File: src/rtl/hsem_ahb_top.sv
// AHB-Lite hardware semaphore block: 4 semaphores shared by two cores, per-core lock aliases,
// error flags and release interrupts. Optional macro HSEM_INT_MASK_EN (sem_config.v) adds INT_EN at 0x40.
module hsem_ahb_top #(
   parameter int SEM_NUM = 4
) (
   input  logic        hclk,
   input  logic        hresetn,
   input  logic        hsel,
   input  logic        hready,
   input  logic [2:0]  hburst,
   input  logic        hmastlock,
   input  logic [3:0]  hprot,
   input  logic [1:0]  htrans,
   input  logic [2:0]  hsize,
   input  logic        hwrite,
   input  logic [31:0] haddr,
   input  logic [31:0] hwdata,
   output logic        hreadyout,
   output logic [1:0]  hresp,
   output logic [31:0] hrdata,
   output logic        intr_0,
   output logic        intr_1
);

   typedef enum logic [2:0] {
      R_LOCK, R_INT_STAT, R_INT_CLR, R_ERR, R_ERR_CLR, R_SEM_STAT, R_INT_EN, R_NONE
   } reg_sel_e;

   function automatic reg_sel_e decode(input logic [7:0] off);
      reg_sel_e sel;
      sel = R_NONE;
      if (off[7:5] == 3'b000)
         sel = R_LOCK;
      else if (off[7:4] == 4'h3)
         sel = R_SEM_STAT;
      else begin
         case (off[7:2])
            6'h08:   sel = R_INT_STAT;
            6'h09:   sel = R_INT_CLR;
            6'h0A:   sel = R_ERR;
            6'h0B:   sel = R_ERR_CLR;
`ifdef HSEM_INT_MASK_EN
            6'h10:   sel = R_INT_EN;
`endif
            default: sel = R_NONE;
         endcase
      end
      return sel;
   endfunction

   // Address-phase capture
   logic        dphase_q;
   logic        write_q;
   logic [7:0]  addr_q;
   logic        accept;

   // Semaphore and status state
   logic [SEM_NUM-1:0]   locked_q, locked_n;
   logic [SEM_NUM-1:0]   owner_q, owner_n;
   logic [2*SEM_NUM-1:0] int_stat_q, int_set, int_clr;
   logic [2*SEM_NUM-1:0] err_q, err_set, err_clr;
   logic [2*SEM_NUM-1:0] int_en;

   reg_sel_e    sel;
   logic [1:0]  lock_idx;
   logic [1:0]  stat_idx;
   logic        core;

   assign accept    = hsel & hready & htrans[1];
   assign hreadyout = 1'b1;
   assign hresp     = 2'b00;

   assign sel      = decode(addr_q);
   assign lock_idx = addr_q[4:3];
   assign stat_idx = addr_q[3:2];
   assign core     = addr_q[2];

   // NOTE: sequential state uses non-blocking assignments only, so every flop samples pre-edge values.
   always_ff @(posedge hclk or negedge hresetn) begin
      if (!hresetn) begin
         dphase_q <= 1'b0;
         write_q  <= 1'b0;
         addr_q   <= '0;
      end else begin
         dphase_q <= accept;
         if (accept) begin
            write_q <= hwrite;
            addr_q  <= haddr[7:0];
         end
      end
   end

   // NOTE: every variable is given a default before the case, so no latch can be inferred.
   always_comb begin
      locked_n = locked_q;
      owner_n  = owner_q;
      int_set  = '0;
      int_clr  = '0;
      err_set  = '0;
      err_clr  = '0;
      if (dphase_q) begin
         if (write_q) begin
            case (sel)
               R_LOCK: begin
                  if (hwdata[0]) begin
                     if (!locked_q[lock_idx]) begin
                        locked_n[lock_idx] = 1'b1;
                        owner_n[lock_idx]  = core;
                     end else if (owner_q[lock_idx] != core) begin
                        err_set[{core, lock_idx}] = 1'b1;
                     end
                  end else begin
                     if (locked_q[lock_idx] && (owner_q[lock_idx] == core)) begin
                        locked_n[lock_idx] = 1'b0;
                        owner_n[lock_idx]  = 1'b0;
                        // The release notifies the other core
                        int_set[{~core, lock_idx}] = 1'b1;
                     end else begin
                        err_set[{core, lock_idx}] = 1'b1;
                     end
                  end
               end
               R_INT_CLR: int_clr = hwdata[2*SEM_NUM-1:0];
               R_ERR_CLR: err_clr = hwdata[2*SEM_NUM-1:0];
               default:   ;
            endcase
         end else begin
            case (sel)
               R_INT_CLR: int_clr = '1;
               R_ERR_CLR: err_clr = '1;
               default:   ;
            endcase
         end
      end
   end

   always_ff @(posedge hclk or negedge hresetn) begin
      if (!hresetn) begin
         locked_q   <= '0;
         owner_q    <= '0;
         int_stat_q <= '0;
         err_q      <= '0;
      end else begin
         locked_q   <= locked_n;
         owner_q    <= owner_n;
         // A set in the same cycle as a clear wins
         int_stat_q <= (int_stat_q & ~int_clr) | int_set;
         err_q      <= (err_q & ~err_clr) | err_set;
      end
   end

`ifdef HSEM_INT_MASK_EN
   logic [2*SEM_NUM-1:0] int_en_q;
   always_ff @(posedge hclk or negedge hresetn) begin
      if (!hresetn)
         int_en_q <= '0;
      else if (dphase_q && write_q && (sel == R_INT_EN))
         int_en_q <= hwdata[2*SEM_NUM-1:0];
   end
   assign int_en = int_en_q;
`else
   assign int_en = '1;
`endif

   assign intr_0 = |(int_stat_q[SEM_NUM-1:0] & int_en[SEM_NUM-1:0]);
   assign intr_1 = |(int_stat_q[2*SEM_NUM-1:SEM_NUM] & int_en[2*SEM_NUM-1:SEM_NUM]);

   always_comb begin
      hrdata = '0;
      if (dphase_q && !write_q) begin
         case (sel)
            R_LOCK:     hrdata = {30'b0, owner_q[lock_idx], locked_q[lock_idx]};
            R_SEM_STAT: hrdata = {30'b0, owner_q[stat_idx], locked_q[stat_idx]};
            R_INT_STAT,
            R_INT_CLR:  hrdata = {24'b0, int_stat_q};
            R_ERR,
            R_ERR_CLR:  hrdata = {24'b0, err_q};
            R_INT_EN:   hrdata = {24'b0, int_en};
            default:    hrdata = '0;
         endcase
      end
   end

   logic unused_ok;
   assign unused_ok = &{1'b0, hburst, hmastlock, hprot, htrans[0], hsize,
                        haddr[31:8], hwdata[31:2*SEM_NUM]};

endmodule

File: config.mk
export PLATFORM = sky130hd
export DESIGN_NAME = hsem_ahb_top
export DESIGN_NICKNAME = d
export VERILOG_FILES = /design/src/rtl/hsem_ahb_top.sv
export SDC_FILE = /design/constraint.sdc
export NUM_CORES = 1
export LEC_CHECK = 0
export CELL_PAD_IN_SITES_DETAIL_PLACEMENT = 0
export CELL_PAD_IN_SITES_GLOBAL_PLACEMENT = 2
export CORE_ASPECT_RATIO = 0.75
export CORE_MARGIN = 5
export CORE_UTILIZATION = 37
export DETAILED_ROUTE_END_ITERATION = 10
export DONT_BUFFER_PORTS = 1
export PLACE_DENSITY_LB_ADDON = 0.3
export SLEW_MARGIN = 20
export SYNTH_ARGS = -nofsm -noshare
export SYNTH_HDL_FRONTEND = slang
export SYNTH_SLANG_ARGS = --single-unit
export TNS_END_PERCENT = 30
File: constraint.sdc
create_clock -name hclk -period 4 [get_ports hclk]
set_clock_uncertainty 0.15 [all_clocks]
set_input_delay 1.2 -clock hclk [delete_from_list [all_inputs] [get_ports hclk]]
set_output_delay 1.2 -clock hclk [all_outputs]
set_load 0.03 [all_outputs]
==> results.md <==
* Status: completed
* Pwr Density at 446 nW/um2
* Vias in the first global route at 1523
* Clock latency on the worst-skew pair at 0.28 ns
* Drt pass-1 iters at 4
* Antenna fix cells at 0
* Setup-failing EPs final at 0
* Dpl cell area at 1940 um2
* Top cell type's share of synthesized area at 0.415
* RD Place Congestion at 0.851
* DIE HEIGHT at 72.6 um
* Total gr overflow at 0
* Die area at 6780 um2
* Fmax at 0.267 GHz
* Setup Crit Path Kind: reg2out
* Vias per cell at 5.28
* Port Buffers at 0
* Crit path from: addr_q[5]
* Crit end category: primary output
* Least-Margin Pin Slew at 0.732 ns
* CTS Buf Count at 5
* CP arrival at 2.39 ns
* FF-to-FF path depth at 4
* RSZ-0062 raised after global routing: no
* Synth Area per Inst at 9.65 um2
* Synth cell types at 33
* R2r endpoint: int_stat_q[2]
* Min Tclk post-route at 3.74 ns
* Syn Inst Count at 200
* Fin. Hold Viols at 0
* # DRC at 0
* Relative slew margins at 0.510
* FP Rows at 22
* Die width at 93.4 um
* Top FF cell, synth: dfrtp_1
* TritonCTS Sinks at 32
* Largest buffer count on any clock path at 2
* Post-synthesis register bit count at 32
* Antenna violations before repair at 0
* Post-synth EDFFs at 0
* H-tree lvl count at 2
* Final net count at 288
* Setup TNS at 0 ns
* CP Data Required Time at 2.65 ns
* Async SR Flop Fraction at 1.00
* Vias at 1474
* Worst hold path class: reg2reg
* Max-Cap Viols at 0
* Synth Cell Area at 1930 um2
* Pin count of the biggest net entering global routing at 33
* Total Routing Usage GR at 0.153
* Period utilization at 0.936
* Drt total wl at 4830 um
* Peak VDD IR at 228 uV
* Post-CTS Setup Bufs at 0
* Root buffer cell: clkbuf_8
* Top cells by area, synth: dfrtp_1 41%, buf_4 11%, o21ai_0 9.1%
* Tot Pwr at 0.000922 W
* Max-slew violations at 0
* Area Growth Syn to Fin at 7.00%
* Startpoint types: flop
* Core area at 4980 um2
* Clk slew on worst S/H paths at 0.07 ns
* Critical R2R Launch: addr_q[3]
* Final Cell Area at 2070 um2
* Sequential share of the synthesized area at 0.415
* R2R setup slack at 1.55 ns
* Worst setup endpoint: hrdata[5]
* Hold_buf cts at 0
* Initial DRC Count at 84
* CTS-repair resized insts at 0
* I/O pins at 119
* Leading area contributor after synthesis: dfrtp_1
* Final HPWL DP at 3590 um
* Initial Util at 0.387
* Worst-path fanout max at 8
* WL per Instance at 17.3 um
* Syn. warnings at 0
* P_leak at 0.848 nW
* CTS tree: yes
* First-pass GRT wire length at 8050 um
* Routed Antenna Nets at 0
* Share of cells above drive strength 1 at 0.169
-- metal layers --
metal,vias to the layer above,share of wire,GRT usage
met5,-,0,0
met4,0,0.0091,0.0488
met3,4,0.073,0.0404
met2,54,0.44,0.222
met1,733,0.48,0.222
li1,683,-,-
-- synthesized netlist by cell type, types with 2 or more instances --
| cell type | n |
|---|---|
| o21ai_0 | 35 |
| dfrtp_1 | 32 |
| buf_4 | 28 |
| a21oi_1 | 10 |
| nor2_1 | 10 |
| a22oi_1 | 8 |
| nand2_1 | 8 |
| mux2_2 | 7 |
| inv_1 | 6 |
| o31ai_2 | 6 |
| nand2b_1 | 5 |
| nand3_1 | 5 |
| o211ai_1 | 5 |
| mux4_2 | 4 |
| clkbuf_1 | 3 |
| nor2b_1 | 3 |
| nor3_1 | 3 |
| buf_2 | 2 |
| conb_1 | 2 |
| mux2i_1 | 2 |
| nor3b_1 | 2 |
| or3b_1 | 2 |
| or4_1 | 2 |
-- how the worst min path moves through the flow --
stage                   from  endpoint  slack, ns  cells after the start
floorplan           err_q[7]  err_q[7]       0.32                      2
global placement    err_q[1]  err_q[1]       0.34                      2
detailed placement  err_q[5]  err_q[5]       0.35                      2
CTS                 err_q[7]  err_q[7]       0.37                      2
global route        err_q[7]  err_q[7]       0.40                      2
finish              err_q[7]  err_q[7]       0.37                      2
-- final cells by class --
type | instances | area [um2]
Fill cell | 496 | 2920
Multi-Input combinational cell | 153 | 966
Sequential cell | 32 | 801
Clock buffer | 7 | 96.3
Tap cell | 72 | 90.1
Timing Repair Buffer | 8 | 60.1
Clock inverter | 1 | 30.0
Inverter | 6 | 22.5
-- worst max-delay path, cell delays in order, from the launching register on --
cell,delay [ns]
dfrtp_1,0.48
or3b_1,0.40
nor2_1,0.58
a22oi_1,0.19
nor2_1,0.47
-- cells in the final DEF, fill, tap and decap left out, drive strengths merged, types with 4 or more instances in the layout --
cell     n
a21oi   10
a22oi    8
buf      8
clkbuf   7
conb    27
dfrtp   32
inv      6
mux2     7
mux4     4
nand2    8
nand2b   5
nand3    5
nor2    10
o211ai   5
o21ai   36
o31ai    6
-- logic make-up (layout without fill, tap and decap cells) --
kind of cell / after synthesis / count (layout) / share of synthesized area
mux: 13 / 13 / 0.0979
xor+xnor: 1 / 1 / 0.00454
buf+inv: 40 / 22 / 0.134
flops: 32 / 32 / 0.415
simple gates: 44 / 44 / 0.125
compound gates: 68 / 68 / 0.220
other cells: 2 / 27 / 0.00389
-- where the power goes --
part	leakage, nW	switching (W)	internal, W
Clock	0.0645	0.000116	0.000220
Sequential	0.407	0.0000504	0.000360
Combinational	0.376	0.000116	0.0000606
-- per-stage QoR --
stage	util	hold slack [ns]	setup slack (ns)	instances
2_1_floorplan	-	0.321	0.761	225
3_3_place_gp	0.389	0.344	0.580	271
3_5_place_dp	0.389	0.350	0.572	271
4_1_cts	0.415	0.366	0.263	279
5_1_grt	0.415	0.399	0.0912	279
6_report	0.415	0.366	0.257	279
Power figures use the tool's default switching activity.
